===== config.mk =====
export PLATFORM = sky130hd
export DESIGN_NAME = vga_mem_arb
export DESIGN_NICKNAME = d
export VERILOG_FILES = /design/src/rtl/vga_mem_arb.sv
export SDC_FILE = /design/constraint.sdc
export NUM_CORES = 1
export LEC_CHECK = 0
export CAP_MARGIN = 0
export CORE_MARGIN = 10
export CORE_UTILIZATION = 34
export CTS_BUF_LIST = sky130_fd_sc_hd__clkbuf_16
export DETAILED_ROUTE_END_ITERATION = 16
export PLACE_DENSITY = 0.8
export REMOVE_ABC_BUFFERS = 1
export SETUP_SLACK_MARGIN = 0.15
export SYNTH_ARGS = -nofsm -noshare
export SYNTH_HDL_FRONTEND = slang
export SYNTH_SLANG_ARGS = --single-unit

===== constraint.sdc =====
create_clock -name clk -period 0.9 [get_ports clk]
set_clock_uncertainty 0.05 [all_clocks]
set_input_delay 0.135 -clock clk [delete_from_list [all_inputs] [get_ports clk]]
set_output_delay 0.135 -clock clk [all_outputs]
set_load 0.01 [all_outputs]

===== src/rtl/vga_mem_arb.sv =====
// vga_mem_arb: single-port video memory arbiter, display reads take priority over a held host request.
// Ports: clk; rst_n (active-high synchronous reset despite the name);
//   display: d_req/d_addr in, d_gnt/d_rvalid/d_rdata out;
//   host: h_req/h_we/h_addr/h_wdata in, h_ack/h_rvalid/h_rdata out;
//   memory: m_addr/m_we/m_wdata out, m_rdata in; d_miss_cnt out.
// Optional starvation guard: define VGA_ARB_STARVE_GUARD_EN.
module vga_mem_arb #(
  parameter int AW = 16,
  parameter int DW = 8,
  parameter int RD_LAT = 1,
  parameter int HOST_WAIT = 64
) (
  input  logic          clk,
  input  logic          rst_n,
  input  logic          d_req,
  input  logic [AW-1:0] d_addr,
  output logic          d_gnt,
  output logic          d_rvalid,
  output logic [DW-1:0] d_rdata,
  input  logic          h_req,
  input  logic          h_we,
  input  logic [AW-1:0] h_addr,
  input  logic [DW-1:0] h_wdata,
  output logic          h_ack,
  output logic          h_rvalid,
  output logic [DW-1:0] h_rdata,
  output logic [AW-1:0] m_addr,
  output logic          m_we,
  output logic [DW-1:0] m_wdata,
  input  logic [DW-1:0] m_rdata,
  output logic [15:0]   d_miss_cnt
);
  // per-stage read tag {display read, host read}; last stage selects the rdata register to load
  logic [1:0] tag [RD_LAT];
  logic force_host;
`ifdef VGA_ARB_STARVE_GUARD_EN
  localparam int CW = $clog2(HOST_WAIT + 1);
  typedef enum logic [1:0] {IDLE, WAIT, FORCE} state_t;
  state_t state, state_nx;
  logic [CW-1:0] wcnt, wcnt_nx;
  logic [15:0] miss;
  assign force_host = state == FORCE;
  assign d_miss_cnt = miss;
  // the count includes the first blocked cycle so FORCE lands HOST_WAIT cycles after h_req rises
  always_comb begin
    wcnt_nx = h_ack || !h_req ? '0 : wcnt + 1'b1;
    state_nx = state == FORCE || h_ack || !h_req ? IDLE :
               state == WAIT && wcnt >= CW'(HOST_WAIT - 1) ? FORCE : WAIT;
  end
  always_ff @(posedge clk) begin
    if (rst_n) begin
      state <= IDLE;
      wcnt <= '0;
      miss <= '0;
    end else begin
      state <= state_nx;
      wcnt <= wcnt_nx;
      if (force_host && d_req && !(&miss)) miss <= miss + 1'b1;
    end
  end
`else
  assign force_host = 1'b0;
  assign d_miss_cnt = '0;
`endif
  assign d_gnt = !rst_n && d_req && !force_host;
  assign h_ack = !rst_n && h_req && !d_gnt;
  always_ff @(posedge clk) begin
    if (rst_n) begin
      m_addr <= '0;
      m_we <= 1'b0;
      m_wdata <= '0;
      d_rvalid <= 1'b0;
      h_rvalid <= 1'b0;
      d_rdata <= '0;
      h_rdata <= '0;
      for (int i = 0; i < RD_LAT; i++) tag[i] <= '0;
    end else begin
      m_addr <= d_gnt ? d_addr : h_ack ? h_addr : m_addr;
      m_we <= h_ack && h_we;
      if (h_ack && h_we) m_wdata <= h_wdata;
      tag[0] <= {d_gnt, h_ack && !h_we};
      for (int i = 1; i < RD_LAT; i++) tag[i] <= tag[i-1];
      d_rvalid <= tag[RD_LAT-1][1];
      h_rvalid <= tag[RD_LAT-1][0];
      if (tag[RD_LAT-1][1]) d_rdata <= m_rdata;
      if (tag[RD_LAT-1][0]) h_rdata <= m_rdata;
    end
  end
endmodule

==> impl_metrics.py, run 1 <==
metrics = {
    "status": {
        "status": "finished, violations left",
        "violations": "negative setup slack",
    },
    "yosys": {
        "yosys-top-cells-area": "dfxtp_1 (45%), mux2i_1 (20%), buf_4 (7.1%)",
        "ys_top_cells_by_count": "dfxtp_1 (45), mux2i_1 (40), buf_4 (19), nor2b_1 (19), nor2_1 (18)",
        "ys_ff_latch": 45,
        "synthCells": 188,
        "syn_area_mm2": 0.00201,
        "synthArstFlopShare": 0,
        "synth_largest_area_cell": "dfxtp_1",
        "yosysMostFrequentCell": "dfxtp_1",
        "synth.avg_cell_area_um2": 10.7,
        "synth_ff_type": "dfxtp_1",
        "synth_seq_area_share": 0.448,
        "ys_warn_count": 0,
        "synth_top_area_share": 0.448,
        "yosysUniqueCellTypes": 17,
        "synth_edf_count": 0,
    },
    "floorplan": {
        "die_x_um": 96.9,
        "start_util": 0.359,
        "core_mm2": 0.00561,
        "die_h_um": 96.9,
        "row_count": 27,
        "io_pins": 114,
        "dieArea_mm2": 0.00939,
    },
    "worst_setup_path": {
        "crit_arrival_ns": 1.03,
        "worstPathMaxFanout": 9,
        "startpoint_type": "flip-flop",
        "reg2reg_depth": 3,
        "critical_path_required_ns": 1.01,
        "critPathKind": "reg2reg",
        "end_kind": "flip-flop",
        "r2r-end": "h_rdata[2]",
        "r2r-start": "tag[0][0]",
        "crit_path_max_incr_delay_ns": 0.34,
        "cp_cell_sequence": "buf_12, mux2i_2, nor2_1",
        "slowest_stage": "dfxtp_2",
        "r2r_setup_slack_ns": -0.02,
        "cp_top_family": "flip-flops",
        "critPathBufInv": 1,
    },
    "cts": {
        "clock_sinks": 45,
        "cts_htree_levels": 2,
        "root_buffer": "clkbuf_16",
        "cts_buffers": 5,
        "clk_path_buf_depth": 2,
        "clkSlewWorstSetupHoldPaths_ns": 0.06,
        "insertion_delay_ns": 0.28,
        "cts_tree": "built",
    },
    "routing": {
        "ant_nets": 0,
        "first_iter_violations": 43,
        "drt-total-wl_um": 6290,
        "dr.pass1.iters": 4,
        "viasPerCell": 4.53,
        "drcViolationCount": 0,
        "vias": 1713,
        "post_drt_wl_per_cell_um": 16.6,
    },
    "sta": {
        "fin_tns_setup_ns": -0.124,
        "clock.fmax_mhz": 1090,
        "grt_setup_unrepaired": "yes",
        "maxSlewViolCount": 0,
        "hold_viol": 0,
        "fin_crit_ns": 0.921,
        "finalSetupViolCount": 19,
        "fin_ws_ns": -0.0214,
        "fin_crit_sh": 1.02,
    },
    "placed_design": {
        "numPortBuffers": 97,
        "gp_congestion": 0.683,
        "placed_area_mm2": 0.00303,
        "hpwl_um": 4400,
    },
    "final_layout": {
        "fin_area_mm2": 0.00349,
        "fillers": 509,
        "antennaDiodeCount": 0,
        "layout-drive-gt1-share": 0.461,
        "area_delta_synth_final_pct": 73.6,
        "nets": 358,
    },
    "pwr": {
        "pwr-share-seq": 0.446,
        "sw_frac_of_total": 0.236,
        "peakVddDrop_mv": 0.808,
        "p_clk_frac": 0.349,
        "p_leak_nw": 1.47,
        "switching_power_mw": 1.16,
        "p_comb_frac": 0.206,
        "powerDensity_mw_per_mm2": 1400,
        "internal-power_mw": 3.74,
    },
    "worst_hold_path": {
        "worstHoldStart": "rst_n",
        "hold_class": "in2reg",
        "min_path_cells": 3,
        "holdPathEnd": "tag[0][0]",
    },
    "grt": {
        "grt_antenna_before_repair": 0,
        "grtUsageTotal": 0.125,
        "grt_pass1_vias": 1934,
        "grt_max_degree": 45,
        "gr-total-overflow": 0,
        "grt_pass1_wl_um": 9670,
    },
    "run": {
        "drv_cap": 0,
    },
}
[layer usage]
metal | global-route usage | wire length [µm] | vias up
met5 | 0 | 0 | -
met4 | 0.0507 | 114 | 0
met3 | 0.0447 | 401 | 10
met2 | 0.239 | 3470 | 57
met1 | 0.115 | 2300 | 811
li1 | - | - | 835
[worst max path at each step]
stage               cells past startpoint  slack (ns)      start         end
finish                                  3       -0.02  tag[0][0]  h_rdata[2]
global route                            3       -0.06  tag[0][1]  d_rdata[6]
CTS                                     3       -0.04  tag[0][0]  h_rdata[2]
detailed placement                      3       -0.80      h_req       h_ack
global placement                        3       -0.81      h_req       h_ack
floorplan                               2       -0.05  tag[0][1]  d_rdata[0]
[cells by family (layout without fill, tap and decap cells)]
| logic type | Yosys count | count (layout) | share of synthesized area |
|---|---|---|---|
| simple gates | 56 | 56 | 0.156 |
| compound gates | 16 | 16 | 0.0846 |
| mux | 40 | 40 | 0.199 |
| buf+inv | 30 | 133 | 0.110 |
| flops | 45 | 45 | 0.448 |
| other cells | 1 | 16 | 0.00187 |
[state kept, by name, summed over array words and instances, names as in the netlist]
signal,flops
d_rvalid,1
d_rdata,8
h_rvalid,1
tag,2
m_addr,16
m_we,1
m_wdata,8
h_rdata,8
[layout make-up]
class | count | area [µm²] | share of cell area
sequential | 45 | 958 | 0.275
clock inverter | 3 | 12.5 | 0.00358
tap | 72 | 90.1 | 0.0258
multi-input combinational | 128 | 963 | 0.276
timing repair buffer | 124 | 1340 | 0.382
inverter | 1 | 6.26 | 0.00179
clock buffer | 5 | 125 | 0.0358
[what timing repair did]
item / 4_1_cts / 5_1_grt
setup buffers: 10 / 4
pin swaps: 7 / 16
endpoints found under the setup margin: 90 / 86
gates resized for setup: 292 / 11
cloned: 0 / 1
hold buffers: 0 / 0
[stage by stage]
step	util	cells	total power [mW]	hold slack [ns]	worst slack, ns
floorplan	-	174	2.49	0.150	-0.0536
global placement	0.541	355	3.06	0.410	-0.807
detailed placement	0.541	355	3.08	0.419	-0.800
CTS	0.606	373	4.89	0.0781	-0.0377
global route	0.622	378	5.12	0.0938	-0.0638
finish	0.622	378	4.90	0.0935	-0.0214
[layout by cell type (no fill, tap or decap), types with 3 or more instances in the layout]
| master | instances |
|---|---|
| a211oi_1 | 6 |
| a211oi_2 | 10 |
| buf_12 | 6 |
| buf_4 | 15 |
| buf_6 | 50 |
| clkbuf_16 | 6 |
| clkdlybuf4s50_1 | 48 |
| conb_1 | 16 |
| dfxtp_2 | 43 |
| mux2i_1 | 37 |
| mux2i_2 | 3 |
| nand2b_1 | 16 |
| nor2_1 | 18 |
| nor2b_1 | 19 |
[worst register-to-register path: cells and delay by family, from the launching register on]
kind                   cells  cell delay, ns
AND/OR/NAND/NOR            1            0.05
flip-flops                 1            0.34
buffers and inverters      1            0.13
multiplexers               1            0.23
[power by group through the flow]
stage / registers [mW] / logic, mW / clock network, mW
5_1_grt: 2.19 / 1.08 / 1.85
3_3_place_gp: 2.18 / 0.884 / 0
3_5_place_dp: 2.18 / 0.897 / 0
6_report: 2.18 / 1.01 / 1.71
2_1_floorplan: 2.24 / 0.255 / 0
4_1_cts: 2.18 / 0.975 / 1.74
Note: power is estimated with default switching activity, not from simulation.
==> run 2: changes to the inputs <==
--- a/config.mk
+++ b/config.mk
@@ -7,12 +7,13 @@
 export LEC_CHECK = 0
 export CAP_MARGIN = 0
 export CORE_MARGIN = 10
-export CORE_UTILIZATION = 34
+export CORE_UTILIZATION = 41
 export CTS_BUF_LIST = sky130_fd_sc_hd__clkbuf_16
 export DETAILED_ROUTE_END_ITERATION = 16
-export PLACE_DENSITY = 0.8
+export PLACE_DENSITY = 0.9
 export REMOVE_ABC_BUFFERS = 1
 export SETUP_SLACK_MARGIN = 0.15
+export SLEW_MARGIN = 40
 export SYNTH_ARGS = -nofsm -noshare
 export SYNTH_HDL_FRONTEND = slang
 export SYNTH_SLANG_ARGS = --single-unit
==> constraint.sdc (replaced) <==
create_clock -name clk -period 1.2 [get_ports clk]
set_clock_uncertainty 0.05 [all_clocks]
set_input_delay 0.18 -clock clk [delete_from_list [all_inputs] [get_ports clk]]
set_output_delay 0.18 -clock clk [all_outputs]
set_load 0.01 [all_outputs]
==> run 2 against run 1 <==
The flow now finishes without violations. Clock-buffer cell count unchanged. Sequential share of layout area up 3.1 points. Register-to-register slack better by 0.21 ns. Non-clock buffer count down 17. Via count down 7.8%. Sequential power down 27%. Routed wire length down 11%. Die area down 14%. Cell area down 15%. Hold slack better by 0.038 ns. Critical path depth unchanged.
==> impl_metrics.py, run 2 (synthesized netlist as in run 1, its figures left out) <==
metrics = {
    "status": {
        "status": "complete, no violations",
    },
    "sta": {
        "fin_crit_sh": 0.868,
        "fin_ws_ns": 0.158,
        "fin_crit_ns": 1.04,
        "finalSetupViolCount": 0,
        "timing.hold.ws_ns": 0.132,
        "worstMarginPinSlew_ns": 0.501,
        "relSlewSlack": 0.666,
        "clock.fmax_mhz": 960,
        "grt_setup_unrepaired": "yes",
        "maxSlewViolCount": 0,
        "hold_viol": 0,
    },
    "grt": {
        "grtUsageTotal": 0.133,
        "grt_pass1_vias": 1689,
        "grt_max_degree": 50,
        "grt_antenna_before_repair": 0,
        "grt_pass1_wl_um": 8930,
        "gr-total-overflow": 0,
    },
    "pwr": {
        "p_leak_nw": 1.32,
        "p_clk_frac": 0.410,
        "powerDensity_mw_per_mm2": 1260,
        "switching_power_uw": 848,
        "peakVddDrop_mv": 0.819,
        "sw_frac_of_total": 0.228,
        "power_mw": 3.73,
        "internal-power_mw": 2.88,
        "p_comb_frac": 0.160,
        "pwr-share-seq": 0.430,
    },
    "routing": {
        "ant_nets": 0,
        "drt-total-wl_um": 5630,
        "vias": 1579,
        "drcViolationCount": 0,
        "dr.pass1.iters": 3,
        "viasPerCell": 4.44,
        "first_iter_violations": 36,
        "post_drt_wl_per_cell_um": 15.8,
    },
    "final_layout": {
        "area_delta_synth_final_pct": 47.2,
        "top_register": "m_addr",
        "final_cell_mix": "clkdlybuf4s50_1 (48), buf_2 (45), dfxtp_1 (43), mux2i_1 (39), nor2b_1 (19)",
        "largest_reg_flops": 16,
        "final_util": 0.627,
        "finalNonFillerCells": 356,
        "nets": 341,
        "antennaDiodeCount": 0,
        "layout-drive-gt1-share": 0.280,
        "fillers": 421,
        "layout_commonest_cell": "clkdlybuf4s50_1",
    },
    "placed_design": {
        "gp_congestion": 0.671,
        "dp_cells": 348,
        "numPortBuffers": 97,
        "dp_slack_ns": -0.557,
        "hpwl_um": 4400,
    },
    "floorplan": {
        "die_h_um": 90.0,
        "core_mm2": 0.00472,
        "row_count": 25,
        "dieArea_mm2": 0.00811,
        "io_pins": 114,
        "start_util": 0.426,
        "die_x_um": 90.0,
    },
    "worst_setup_path": {
        "crit_arrival_ns": 0.81,
        "startpoint_type": "input port",
        "critPathKind": "in2out",
        "worstPathMaxFanout": 4,
        "r2r_setup_slack_ns": 0.19,
        "critical_path_required_ns": 0.97,
        "reg2reg_depth": 3,
        "end_kind": "output port",
        "r2r-end": "h_rdata[1]",
        "r2r-start": "tag[0][0]",
    },
    "cts": {
        "root_buffer": "clkbuf_16",
        "cts_setup_buffers": 0,
        "insertion_delay_ns": 0.28,
        "cts_buffers": 5,
        "clk_path_buf_depth": 2,
        "hold_buffers": 0,
        "clkSlewWorstSetupHoldPaths_ns": 0.06,
        "clock_sinks": 45,
        "cts_tree": "built",
        "cts_htree_levels": 2,
    },
    "worst_hold_path": {
        "holdPathEnd": "tag[0][0]",
        "worstHoldStart": "h_we",
        "hold_class": "in2reg",
        "min_path_cells": 3,
    },
    "run": {
        "drv_cap": 0,
    },
}
run 2: cell type report:
cell class	instances	area [µm²]	share of cell area
timing repair buffer	107	846	0.286
clock buffer	5	125	0.0423
multi-input combinational	128	956	0.323
inverter	1	3.75	0.00127
sequential	45	903	0.305
tap	67	83.8	0.0283
clock inverter	3	42.5	0.0144
run 2: power by group through the flow:
stage	clock, mW	sequential (mW)	combinational (mW)
after floorplan	0	1.68	0.191
after global placement	0	1.63	0.653
after detailed placement	0	1.64	0.662
after CTS	1.57	1.60	0.604
after global routing	1.64	1.61	0.646
final	1.53	1.60	0.596
run 2: through the flow:
stage / TNS, ns / area (µm²)
after floorplan: 0 / 1850
after global placement: -9.69 / 2990
after detailed placement: -9.89 / 2990
after CTS: 0 / 2970
after global routing: 0 / 2960
final: 0 / 2960
run 2: timing repair:
item / in CTS / in global routing
pin swaps: 1 / 1
endpoints found under the setup margin: 69 / 13
gates resized for setup: 188 / 8
run 2: worst max-delay path by stage:
stage / start / end / slack, ns / depth (start not counted)
2_1_floorplan: tag[0][1] / d_rdata[0] / 0.25 / 2
3_3_place_gp: h_req / h_ack / -0.53 / 3
3_5_place_dp: d_req / h_ack / -0.56 / 3
4_1_cts: h_req / h_ack / 0.10 / 3
5_1_grt: d_req / h_ack / 0.13 / 3
6_report: d_req / h_ack / 0.16 / 3
run 2: routing by layer:
metal	up-vias	wire length, µm	global-route usage
li1	799	-	-
met2	50	3050	0.249
met1	724	2270	0.139
met3	6	237	0.0441
met5	-	0	0
met4	0	67	0.0345
run 2: worst max-delay path, stage by stage:
cell and delay (ns):
clkdlybuf4s15_2 0.23, nor3b_4 0.26, buf_6 0.14
==> run 3: changes to the inputs <==
--- a/config.mk
+++ b/config.mk
@@ -6,7 +6,7 @@
 export NUM_CORES = 1
 export LEC_CHECK = 0
 export CAP_MARGIN = 0
-export CORE_MARGIN = 10
+export CORE_MARGIN = 5
 export CORE_UTILIZATION = 41
 export CTS_BUF_LIST = sky130_fd_sc_hd__clkbuf_16
 export DETAILED_ROUTE_END_ITERATION = 16
==> run 3 against run 2 <==
Non-clock buffer count decreased by 1. Register-to-register slack improved by 0.05 ns. Hold slack better by 0.039 ns. Clock power shrank 14%. Global-route usage grew 1.9 points. Sequential power hardly changed. Cell area decreased by 0.34%.
==> impl_metrics.py, run 3 (synthesized netlist as in run 1, its figures left out) <==
metrics = {
    "sta": {
        "finalSetupViolCount": 0,
        "fin_crit_sh": 0.845,
        "hold_viol": 0,
        "grt_setup_unrepaired": "no",
        "fin_crit_ns": 1.01,
        "clock.fmax_mhz": 987,
        "maxSlewViolCount": 0,
    },
    "grt": {
        "grt_pass1_wl_um": 7610,
        "grt_max_degree": 52,
        "grtUsageTotal": 0.153,
        "grt_pass1_vias": 1573,
        "grt_antenna_before_repair": 0,
        "gr-total-overflow": 0,
    },
    "final_layout": {
        "top_register": "m_addr",
        "largest_reg_flops": 16,
        "layout_commonest_cell": "clkdlybuf4s50_1",
        "antennaDiodeCount": 0,
        "layout-drive-gt1-share": 0.299,
        "area_delta_synth_final_pct": 46.7,
        "finalNonFillerCells": 355,
        "nets": 340,
        "final_cell_mix": "clkdlybuf4s50_1 (48), buf_2 (45), mux2i_1 (40), dfxtp_1 (36), nor2b_1 (19)",
    },
    "routing": {
        "drcViolationCount": 0,
        "dr.pass1.iters": 4,
        "post_drt_wl_per_cell_um": 13.8,
        "ant_nets": 0,
        "drt-total-wl_um": 4900,
        "vias": 1587,
        "first_iter_violations": 47,
        "viasPerCell": 4.47,
    },
    "placed_design": {
        "numPortBuffers": 97,
        "dp_cells": 347,
        "hpwl_um": 3800,
        "gp_congestion": 0.715,
    },
    "worst_setup_path": {
        "crit_arrival_ns": 0.78,
        "critPathKind": "in2out",
        "critical_path_required_ns": 0.97,
        "startpoint_type": "input port",
        "end_kind": "output port",
        "worstPathMaxFanout": 3,
    },
    "cts": {
        "cts_tree": "built",
        "cts_setup_buffers": 0,
        "cts_htree_levels": 2,
        "clkSlewWorstSetupHoldPaths_ns": 0.06,
        "hold_buffers": 0,
        "root_buffer": "clkbuf_16",
        "cts_buffers": 5,
        "insertion_delay_ns": 0.27,
        "clock_sinks": 45,
        "clk_path_buf_depth": 2,
    },
    "pwr": {
        "p_leak_nw": 1.29,
        "powerDensity_mw_per_mm2": 1190,
        "peakVddDrop_mv": 0.848,
        "power_mw": 3.51,
    },
    "floorplan": {
        "die_x_um": 80.0,
        "dieArea_mm2": 0.00640,
        "die_h_um": 80.0,
        "core_mm2": 0.00475,
        "io_pins": 114,
        "row_count": 25,
        "start_util": 0.423,
    },
    "run": {
        "drv_cap": 0,
    },
    "worst_hold_path": {
        "hold_class": "in2reg",
    },
    "status": {
        "status": "complete, no violations",
    },
}
-- run 3: cell count changes in the layout (fill, tap and decap cells not counted), moves of 3 or more --
cell / delta
clkinvlp_4: +3
dfxtp_2: +7
dfxtp_1: -7
buf_4: -4
-- run 3: stage by stage --
| stage | hold WS, ns | TNS [ns] | setup slack (ns) | cell area, µm² | util |
|---|---|---|---|---|---|
| 2_1_floorplan | 0.195 | 0 | 0.246 | 1850 | - |
| 3_3_place_gp | 0.407 | -9.01 | -0.549 | 3000 | 0.632 |
| 3_5_place_dp | 0.416 | -9.58 | -0.578 | 3000 | 0.632 |
| 4_1_cts | 0.167 | 0 | 0.151 | 2960 | 0.623 |
| 5_1_grt | 0.186 | 0 | 0.150 | 2950 | 0.621 |
| 6_report | 0.171 | 0 | 0.187 | 2950 | 0.621 |
-- run 3: what timing repair did --
action	CTS	global route
pin swaps	1	0
endpoints found under the setup margin	72	11
gates resized for setup	195	4
-- run 3: cell type report --
type	instances	area, µm²
Fill cell	431	1800
Inverter	1	3.75
Clock buffer	5	125
Clock inverter	3	22.5
Tap cell	67	83.8
Sequential cell	45	912
Multi-Input combinational cell	128	951
Timing Repair Buffer	106	852
-- run 3: power by group --
| group | total [mW] | leakage [nW] | internal, mW | switching, mW |
|---|---|---|---|---|
| clock network | 1.31 | 0.0621 | 0.769 | 0.545 |
| logic | 0.588 | 0.857 | 0.332 | 0.256 |
| registers | 1.61 | 0.373 | 1.57 | 0.0381 |
-- run 3: routing by layer --
layer,share of wire,routed length (µm),track usage
met1,0.39,1930,0.178
met2,0.53,2620,0.275
met3,0.068,331,0.0384
met5,0,0,0
met4,0.0055,27,0.0405
-- run 3: worst paths after layout --
path	startpoint	end	slack (ns)	cells after the start
max	h_req	h_ack	0.19	3
min	h_we	tag[0][0]	0.17	2
max reg2reg	tag[0][1]	d_rdata[1]	0.24	3
min reg2reg	m_wdata[2]	m_wdata[2]	0.42	2
-- run 3: critical path: stages --
cell and delay (ns):
clkdlybuf4s15_2 0.20, nor3b_4 0.23, buf_2 0.17
